## src/rtl/cu_stream_cmd_splitter.sv

```systemverilog
// Purpose: splits one (addr, count) descriptor into power-of-two, naturally aligned commands.
// Latency: first cmd_valid two cycles after start accept; then up to one command per cycle.
// Backpressure: cmd_* held while cmd_valid && !cmd_ready; issue stalls at MAX_OUTSTANDING.
// Option: CU_CMD_SPLIT_ROUNDUP_EN selects legacy tail round-up (over-fetch) sizing.
module cu_stream_cmd_splitter #(
  parameter int ELEM_BYTES_LOG2 = 2,
  parameter int MAX_CMD_BYTES   = 128,
  parameter int COUNT_WIDTH     = 32,
  parameter int ADDR_WIDTH      = 64,
  parameter int MAX_OUTSTANDING = 16
) (
  input  logic                   clock,
  input  logic                   reset,
  input  logic                   start_valid,
  output logic                   start_ready,
  input  logic [ADDR_WIDTH-1:0]  start_addr,
  input  logic [COUNT_WIDTH-1:0] start_count,
  output logic                   cmd_valid,
  input  logic                   cmd_ready,
  output logic [ADDR_WIDTH-1:0]  cmd_addr,
  output logic [11:0]            cmd_size,
  output logic                   cmd_last,
  input  logic                   rsp_valid,
  output logic                   busy,
  output logic                   done,
  output logic                   rsp_error
);

  localparam int REM_W    = COUNT_WIDTH + ELEM_BYTES_LOG2;
  localparam int MAX_LOG2 = $clog2(MAX_CMD_BYTES);
  localparam int AL_W     = (MAX_LOG2 > 0) ? MAX_LOG2 : 1;
  localparam int OUT_W    = $clog2(MAX_OUTSTANDING + 1);
  localparam logic [ADDR_WIDTH-1:0] ADDR_MASK =
    ~((ADDR_WIDTH'(1) << ELEM_BYTES_LOG2) - ADDR_WIDTH'(1));

  localparam logic [2:0] S_IDLE    = 3'd0;
  localparam logic [2:0] S_SET     = 3'd1;
  localparam logic [2:0] S_REQ     = 3'd2;
  localparam logic [2:0] S_PENDING = 3'd3;
  localparam logic [2:0] S_DONE    = 3'd4;

  logic [2:0]            state;
  logic [ADDR_WIDTH-1:0] addr_q;
  logic [REM_W-1:0]      rem_q;
  logic [11:0]           size_q;
  logic [OUT_W-1:0]      outstanding;
  logic [OUT_W-1:0]      out_nxt;
  logic                  err_q;
  logic                  issue;
  logic [ADDR_WIDTH-1:0] addr_nxt;
  logic [REM_W-1:0]      rem_nxt;

  // Command size from the low address bits (alignment) and the bytes still to move.
  // Only bits below log2(MAX_CMD_BYTES) can limit alignment; an address clear there
  // is aligned to the maximum command size.
  function automatic logic [11:0] calc_size(input logic [AL_W-1:0] a, input logic [REM_W-1:0] r);
    logic [11:0] align_sz;
    logic [11:0] fit_sz;
    align_sz = 12'(MAX_CMD_BYTES);
    for (int k = MAX_LOG2 - 1; k >= 0; k--) begin
      if (a[k]) align_sz = 12'(1) << k;
    end
`ifdef CU_CMD_SPLIT_ROUNDUP_EN
    // Smallest power of two covering the tail, capped at the maximum command.
    fit_sz = 12'(MAX_CMD_BYTES);
    for (int k = MAX_LOG2; k >= 0; k--) begin
      if (r <= (REM_W'(1) << k)) fit_sz = 12'(1) << k;
    end
`else
    // Largest power of two not exceeding the tail: never reads past the descriptor.
    fit_sz = 12'd1;
    for (int k = 0; k <= MAX_LOG2; k++) begin
      if (r >= (REM_W'(1) << k)) fit_sz = 12'(1) << k;
    end
`endif
    return (align_sz < fit_sz) ? align_sz : fit_sz;
  endfunction

  assign start_ready = (state == S_IDLE);
  assign busy        = (state != S_IDLE);
  assign done        = (state == S_DONE);
  assign cmd_valid   = (state == S_REQ) && (outstanding < OUT_W'(MAX_OUTSTANDING));
  assign cmd_addr    = addr_q;
  assign cmd_size    = size_q;
  assign cmd_last    = (state == S_REQ) && (REM_W'(size_q) >= rem_q);
  assign rsp_error   = err_q;
  assign issue       = cmd_valid && cmd_ready;
  assign addr_nxt    = addr_q + ADDR_WIDTH'(size_q);
  assign rem_nxt     = (rem_q > REM_W'(size_q)) ? (rem_q - REM_W'(size_q)) : '0;

  // Credit count: an issue and a response in the same cycle cancel out; a stray
  // response with nothing outstanding leaves the count at zero.
  always_comb begin
    out_nxt = outstanding;
    if (issue && !rsp_valid) begin
      out_nxt = outstanding + OUT_W'(1);
    end else if (!issue && rsp_valid && (outstanding != '0)) begin
      out_nxt = outstanding - OUT_W'(1);
    end
  end

  // Descriptor FSM, address/remaining bookkeeping and the registered next size.
  always_ff @(posedge clock or posedge reset) begin
    if (reset) begin
      state       <= S_IDLE;
      addr_q      <= '0;
      rem_q       <= '0;
      size_q      <= '0;
      outstanding <= '0;
      err_q       <= 1'b0;
    end else begin
      outstanding <= out_nxt;
      if (rsp_valid && !issue && (outstanding == '0)) err_q <= 1'b1;
      case (state)
        S_IDLE: begin
          if (start_valid) begin
            addr_q <= start_addr & ADDR_MASK;
            rem_q  <= REM_W'(start_count) << ELEM_BYTES_LOG2;
            err_q  <= 1'b0;
            state  <= S_SET;
          end
        end
        S_SET: begin
          size_q <= calc_size(addr_q[AL_W-1:0], rem_q);
          state  <= (rem_q == '0) ? S_DONE : S_REQ;
        end
        S_REQ: begin
          if (issue) begin
            addr_q <= addr_nxt;
            rem_q  <= rem_nxt;
            size_q <= calc_size(addr_nxt[AL_W-1:0], rem_nxt);
            if (cmd_last) state <= S_PENDING;
          end
        end
        S_PENDING: begin
          if (out_nxt == '0) state <= S_DONE;
        end
        S_DONE: begin
          state <= S_IDLE;
        end
        default: begin
          state <= S_IDLE;
        end
      endcase
    end
  end

endmodule

```

## config.mk

```make
export PLATFORM = sky130hd
export DESIGN_NAME = cu_stream_cmd_splitter
export DESIGN_NICKNAME = d
export VERILOG_FILES = /design/src/rtl/cu_stream_cmd_splitter.sv
export SDC_FILE = /design/constraint.sdc
export NUM_CORES = 1
export LEC_CHECK = 0
export ABC_CLOCK_PERIOD_IN_PS = 13650
export BUFFER_PORTS_ARGS = -buffer_cell sky130_fd_sc_hd__buf_2
export CAP_MARGIN = 25
export CELL_PAD_IN_SITES_DETAIL_PLACEMENT = 0
export CELL_PAD_IN_SITES_GLOBAL_PLACEMENT = 1
export CORE_UTILIZATION = 44
export CTS_CLUSTER_DIAMETER = 60
export CTS_CLUSTER_SIZE = 28
export DETAILED_ROUTE_END_ITERATION = 10
export PLACE_DENSITY_LB_ADDON = 0.08
export RECOVER_POWER = 25
export SETUP_SLACK_MARGIN = 0.05
export SLEW_MARGIN = 20
export SYNTH_ARGS = -nofsm -noshare
export SYNTH_HDL_FRONTEND = slang
export SYNTH_SLANG_ARGS = --single-unit
```

## constraint.sdc

```tcl
create_clock -name clock -period 13.65 [get_ports clock]
set_input_delay 1.365 -clock clock [delete_from_list [all_inputs] [get_ports clock]]
set_output_delay 1.365 -clock clock [all_outputs]
set_load 0.005 [all_outputs]
```

==> metrics.md, run 1 <==
| Metric | Value |
|---|---|
| I/O Buffers | ~180 |
| Max-cap viol count | 1 |
| CTS Buf Count | 17 |
| Clock buffer depth | 2 |
| Root buf cell | clkbuf_16 |
| Top Ports | 183 |
| Total gr overflow | 0 |
| RSZ-0062 raised after global routing | false |
| Critical path class | flop to flop |
| Slew headroom | -0.731 |
| Leakage power | roughly 4.4 nW |
| Nets | around 1.4k |
| Synth area leader | dfrtp_1 |
| Max IR drop VDD | 0.000121 V |
| Final wirelength | 28,000 um |
| Layout cell share with drive strength beyond 1 | 0.188 |
| Yosys top cell area share | 0.341 |
| Slowest cell on the critical path | nor2_1 |
| Top cells by area, synth | dfrtp_1 (34%), a21oi_1 (7.3%), o21ai_0 (4.8%), ha_1 (4.7%), nor2_1 (4.6%) |
| Clock sinks | between 100 and 150 |
| Routed Antenna Nets | 0 |
| Synth cell types | between 70 and 80 |
| Fillers | approximately 1.9k |
| Layout area overhead | 18.8% |
| Clock transition at the registers of the reported paths | approximately 0.050 ns |
| Sequential share of the synthesized area | 0.341 |
| Final max-slew violation count | 55 |
| Die Wd | about 140 um |
| Register Area | around 2900 sq um |
| Post-cts resize count | 0 |
| Failing checks | capacitance limit, slew limit |
| Critical path buffer and inverter count | 1 |
| Antenna violations before repair | 2 |
| Setup-failing EPs final | 0 |
| Via count of the routed design | between 8k and 9k |
| Cell repeated most along the worst path | nor2_1 |
| Most common cell in the netlist | a21oi_1 |
| Mapped Avg Cell Area | around 7.8 sq um |
| Count of routing violations after the opening detailed-route iteration | 625 |
| Synthesized cell area | 8440 sq um |
| FP Rows | 50 |
| Crit path cell chain | inv_1 > ha_1 > a21oi_1 > o221ai_1 > nor2_1 > nand4_1 > xnor2_1 > or4_4 > nor3_2 > nand4_1 > ha_1 > a21o_1 > a21oi_1 > nor2_1 > nor2_1 > nand2_1 > o31ai_4 > nor2_1 > o21a_1 |
| Clock skew | 0.0104 ns |
| Hold Startpoint | rem_q[0] |
| Total die area | ~20,000 sq um |
| Status | complete, but fails checks |
| Post-Synthesis Cells | approximately 1.1k |
| Worst EP arrival | 5.67 ns |
| Core area | 18,800 sq um |
| Yosys warns | 0 |
| Wirelength per Cell | between 15 and 20 um |
| CTS Hold Bufs | 0 |
| Async SR Flop Fraction | 1.00 |
| Final period util | 0.394 |
| Internal reg-to-reg setup slack | between 8 and 9 ns |
| Required @ worst endpoint | 13.94 ns |
| Slew at the pin with the worst max-slew slack | approximately 2.6 ns |
| H-Tree Level Count | 4 |
| Levels on crit path | 19 |
| Pwr Density | between 200 and 300 nW/um^2 |
| Reg2Reg Capture Point | cmd_size[5] |
| Final hold vios | 0 |
| Critical Path Max Stage Delay | approximately 0.66 ns |
| DR vias/cell | around 6 |
| Setup TNS | 0 ns |
| CTS tree | yes |
| Worst min path class | flop to flop |
| Initial Util | 0.450 |
| Vias in the first global route | between 8k and 9k |
| Crit path max-delay family | simple AND/OR/NAND/NOR gates |
| Critical Path Start Type | flop |
| Critical path fanouts, max | 12 |
| Setup Fix Bufs, Post-CTS | 0 |
| Largest net degree at the start of global routing | ~90 |
| RR Startpoint | cmd_size[4] |
| Worst hold margin | 0.501 ns |
| First-pass GRT wire length | 44,700 um |
| Yosys reg bits | 115 |
| Post-synth EDFFs | 0 |
| Clk_lat worst skew | between 0.4 and 0.5 ns |
| Worst Setup End Kind | flop |
| Chip height | about 140 um |
| Worst Hold End | rem_q[0] |
| Drt first pass iters | 6 |
| Multi-input gate area | 5150 sq um |
| Synth Flop Type | dfrtp_1 |
| Most instantiated cells after synthesis | a21oi_1 (123), dfrtp_1 (115), nor2_1 (104) |
| Hold path depth | 2 |
| DRC viols | 0 |
| Max Clk Rate | approximately 0.19 GHz |
| GRT Total Usage | 0.287 |
| Post-DP HPWL | approximately 20,000 um |
| Minimum clock period | 5.38 ns |
| Reg2Reg Depth | 19 |
| GPL Wtd Cong | just under 0.9 |
flip-flops by register name, indices dropped and copies added, names as in the netlist:
signal / count
state: 3
cmd_addr: 64
rsp_error: 1
outstanding: 5
cmd_size: 8
rem_q: 34
cell usage in the layout (no fill, tap or decap), types with 5 or more instances in the layout:
cell type / netlist / final
a311oi_1: 7 / 7
a211oi_1: 6 / 6
clkbuf_16: 0 / 17
nor2_1: 104 / 102
clkbuf_1: 43 / 14
o21ai_0: 81 / 81
clkbuf_8: 0 / 5
a41oi_1: 5 / 5
mux2i_1: 9 / 9
a22oi_1: 9 / 9
buf_2: 9 / 165
or2_2: 7 / 7
nor3_1: 45 / 45
xnor2_1: 15 / 15
a31oi_1: 21 / 21
a21o_1: 14 / 14
o22ai_1: 31 / 31
o22a_1: 14 / 14
and3_1: 29 / 29
buf_4: 4 / 10
o21bai_1: 6 / 6
nand3_1: 51 / 51
ha_1: 32 / 32
nor4_1: 16 / 16
inv_1: 41 / 40
xor2_1: 7 / 7
nor2b_1: 6 / 6
nand4_1: 21 / 21
nand2_1: 101 / 99
dfrtp_1: 115 / 115
o2bb2a_1: 5 / 5
o21a_1: 7 / 7
a21oi_1: 123 / 123
or3_1: 11 / 11
nor3b_1: 5 / 5
worst register-to-register path: stages (launching register included):
cell	delay (ns)
dfrtp_1	0.44
inv_1	0.08
ha_1	0.35
a21oi_1	0.26
o221ai_1	0.16
nor2_1	0.66
nand4_1	0.30
xnor2_1	0.21
or4_4	0.58
nor3_2	0.34
nand4_1	0.19
ha_1	0.33
a21o_1	0.18
a21oi_1	0.15
nor2_1	0.05
nor2_1	0.09
nand2_1	0.13
o31ai_4	0.48
nor2_1	0.10
o21a_1	0.19
power breakdown:
group,switching (mW),internal [mW],total [mW]
sequential,0.234,0.511,0.745
clock,0.155,0.289,0.444
combinational,0.940,0.579,1.52
total,1.33,1.38,2.71
cells by family after synthesis:
logic type                 after synthesis  synth area share
and+or+nand+nor                        432             0.256
AOI/OAI and AO/OA                      359             0.263
DFF                                    115             0.341
buffers and inverters                  106            0.0520
adders and majority gates               34            0.0522
xor gates and xnor gates                22            0.0228
muxes                                   10            0.0120
other                                    1          0.000444
worst max path at each step:
stage | start | end
finish | cmd_size[4] | cmd_size[5]
CTS | cmd_size[4] | cmd_size[5]
global route | cmd_size[4] | cmd_size[4]
global placement | cmd_size[4] | cmd_size[4]
floorplan | cmd_size[4] | cmd_size[2]
detailed placement | cmd_size[4] | cmd_size[4]
stage by stage:
stage	area [sq um]	power [mW]	util	std cells	setup WS (ns)
3_3_place_gp	9440	2.23	0.503	1439	8.27
2_1_floorplan	8450	1.77	-	1082	9.20
6_report	10000	2.71	0.534	1472	8.28
4_1_cts	10000	2.70	0.534	1468	8.31
5_1_grt	10000	2.93	0.534	1469	7.84
3_5_place_dp	9440	2.25	0.503	1439	8.33
cell type report:
type                       count  area share
inverter                      42      0.0158
tap                          234      0.0292
antenna                        3    0.000749
clock buffer                  24      0.0500
clock inverter                 5     0.00749
timing repair buffer         188      0.0963
multi-input combinational    861       0.513
sequential                   115       0.287
metal layers:
layer	track usage	part of all wire
met5	0	0
met4	0.0578	0.0091
met3	0.0622	0.059
met2	0.440	0.44
met1	0.415	0.49
Power figures use the tool's default switching activity.
==> inputs of run 2 (changes only) <==
--- a/config.mk
+++ b/config.mk
@@ -5,12 +5,12 @@
 export SDC_FILE = /design/constraint.sdc
 export NUM_CORES = 1
 export LEC_CHECK = 0
-export ABC_CLOCK_PERIOD_IN_PS = 13650
+export ABC_CLOCK_PERIOD_IN_PS = 5500
 export BUFFER_PORTS_ARGS = -buffer_cell sky130_fd_sc_hd__buf_2
 export CAP_MARGIN = 25
 export CELL_PAD_IN_SITES_DETAIL_PLACEMENT = 0
 export CELL_PAD_IN_SITES_GLOBAL_PLACEMENT = 1
-export CORE_UTILIZATION = 44
+export CORE_UTILIZATION = 41
 export CTS_CLUSTER_DIAMETER = 60
 export CTS_CLUSTER_SIZE = 28
 export DETAILED_ROUTE_END_ITERATION = 10
==> constraint.sdc (replaced) <==
create_clock -name clock -period 5.5 [get_ports clock]
set_input_delay 0.55 -clock clock [delete_from_list [all_inputs] [get_ports clock]]
set_output_delay 0.55 -clock clock [all_outputs]
set_load 0.005 [all_outputs]
==> run 2 against run 1 <==
Net effect:
- the run still ends with capacitance limit, slew limit left
- setup slack worse by 7.8 ns
- register-to-register slack lost 7.8 ns
- clock skew rose by 0.0012 ns
- clock-buffer cell count fell by 5
- hold slack got worse by 0.17 ns
- fmax increased by 7.6%
- power increased to 2.5 times the previous value
- largest cell class unchanged
- highest routed layer unchanged
==> metrics.md, run 2 (synthesis gave the netlist of run 1 again) <==
| Metric | Value |
|---|---|
| Final max-slew violation count | slightly below 80 |
| Status | complete, but fails checks |
| Nets | ~1.4k |
| Logic pwr share | 0.562 |
| RSZ-0062 raised after global routing | false |
| Pwr Density | just under 700 nW/um^2 |
| Clock skew | ~0.012 ns |
| Commonest cells after routing, fill and taps aside | buf_2 (176), a21oi_1 (123), dfrtp_1 (115), nor2_1 (102), nand2_1 (99) |
| I/O Buffers | around 180 |
| Sw Ratio | 0.498 |
| DRC viols | 0 |
| GRT Total Usage | 0.279 |
| Setup TNS | 0 ns |
| Layout cell share with drive strength beyond 1 | 0.206 |
| Post-cts resize count | 0 |
| Core area | 20,200 sq um |
| Failing checks | capacitance limit, slew limit |
| Total die area | roughly 21,000 sq um |
| Count of routing violations after the opening detailed-route iteration | approximately 640 |
| Dpl ws | around 0.55 ns |
| Wirelength per Cell | around 19 um |
| Total gr overflow | 0 |
| Worst EP arrival | between 5 and 6 ns |
| Setup-failing EPs final | 0 |
| Vias in the first global route | ~8.6k |
| CTS tree | yes |
| Flop pwr share | 0.269 |
| Via count of the routed design | a little under 9k |
| Slew at the pin with the worst max-slew slack | 2.13 ns |
| Max IR drop VDD | about 0.00026 V |
| Clock transition at the registers of the reported paths | about 0.06 ns |
| Minimum clock period | between 4 and 5 ns |
| Die Wd | roughly 150 um |
| Max-cap viol count | 2 |
| Commonest non-fill, non-tap cell in the layout | buf_2 |
| Largest net degree at the start of global routing | 77 |
| Max Clk Rate | approximately 0.2 GHz |
| DR vias/cell | 5.82 |
| Largest register FFs | 64 |
| GPL Wtd Cong | just under 0.9 |
| Initial Util | 0.417 |
| Total internal power | about 3.4 mW |
| H-Tree Level Count | 4 |
| Routed Antenna Nets | 0 |
| Worst Setup End Kind | flop |
| First-pass GRT wire length | ~47,000 um |
| Post-route setup slack | 0.504 ns |
| Leakage power | approximately 4.4 nW |
| Drt first pass iters | 5 |
| Final wirelength | 28,900 um |
| Critical Path Start Type | flop |
| Layout area overhead | 20.3% |
| Fillers | ~2.1k |
| CTS Hold Bufs | 0 |
| Setup Fix Bufs, Post-CTS | 0 |
| Top Ports | 183 |
| CTS Buf Count | 17 |
| Worst min path class | input port to flop |
| Final hold vios | 0 |
| Clk_lat worst skew | approximately 0.43 ns |
| Root buf cell | clkbuf_16 |
| Clock sinks | around 120 |
| Chip height | between 100 and 150 um |
| Slew headroom | -0.430 |
| Antenna violations before repair | 2 |
| FP Rows | 52 |
| Required @ worst endpoint | 5.81 ns |
| Psw | around 3.4 mW |
| Clock buffer depth | 2 |
| Critical path class | flop to flop |
| Clock Power Share | 0.169 |
| Critical path fanouts, max | 12 |
| Post-DP HPWL | a little over 20,000 um |
| Final period util | 0.908 |
-- run 2: critical path: stages, from the launching register on --
cell and delay (ns):
dfrtp_1 0.38, inv_1 0.12, ha_1 0.18, inv_1 0.05, fa_1 0.43, a211oi_2 0.25, nor3_1 0.13, nor3_1 0.27
nand3_1 0.16, xnor2_1 0.17, or4_4 0.52, nor3_2 0.31, nand4_1 0.20, ha_1 0.34, a21o_1 0.18, a21oi_1 0.15
nor2_1 0.05, nor2_1 0.08, nand2_1 0.13, o31ai_4 0.49, nor2_1 0.10, o21a_1 0.19
-- run 2: stage by stage --
step                       util  power (mW)  hold slack [ns]  cell area, sq um  std cells
final                     0.502        6.84            0.329             10100       1516
after detailed placement  0.473        5.67            0.502              9560       1483
after floorplan               -        4.39            0.469              8450       1082
after CTS                 0.502        6.85            0.223             10200       1515
after global routing      0.501        7.43            0.323             10100       1515
after global placement    0.472        5.63            0.487              9540       1482
-- run 2: power groups by stage --
stage                     Sequential [mW]  Clock (mW)  Combinational, mW
final                                1.84        1.15               3.84
after CTS                            1.83        1.17               3.85
after global placement               1.84           0               3.79
after global routing                 1.92        1.20               4.31
after detailed placement             1.84           0               3.83
after floorplan                      1.68           0               2.71
-- run 2: layout make-up --
class                   instances  area [sq um]  share of cell area
repair buffers                195          1020               0.100
well taps                     270           338              0.0333
multi-input cells             861          5150               0.507
clock buffers                  19           453              0.0446
flip-flops and latches        115          2880               0.284
diodes                          1          2.50            0.000247
inverters                      42           159              0.0157
clock inverters                13           150              0.0148
-- run 2: worst paths after layout --
kind / startpoint / endpoint / slack, ns / cells after the start
max: rem_q[0] / cmd_size[5] / 0.50 / 21
min: start_addr[22] / cmd_addr[22] / 0.33 / 3
max reg2reg: rem_q[0] / cmd_size[5] / 0.50 / 21
min reg2reg: cmd_addr[12] / cmd_addr[12] / 0.52 / 1
max in group asynchronous: reset / outstanding[4] / 2.00 / 4
min in group asynchronous: reset / cmd_addr[9] / 0.67 / 2
-- run 2: routing by layer --
metal	track usage	vias up	wire length, um
met4	0.0663	0	292
met5	0	-	0
li1	-	4306	-
met2	0.440	257	13000
met1	0.391	4239	13800
met3	0.0552	18	1800
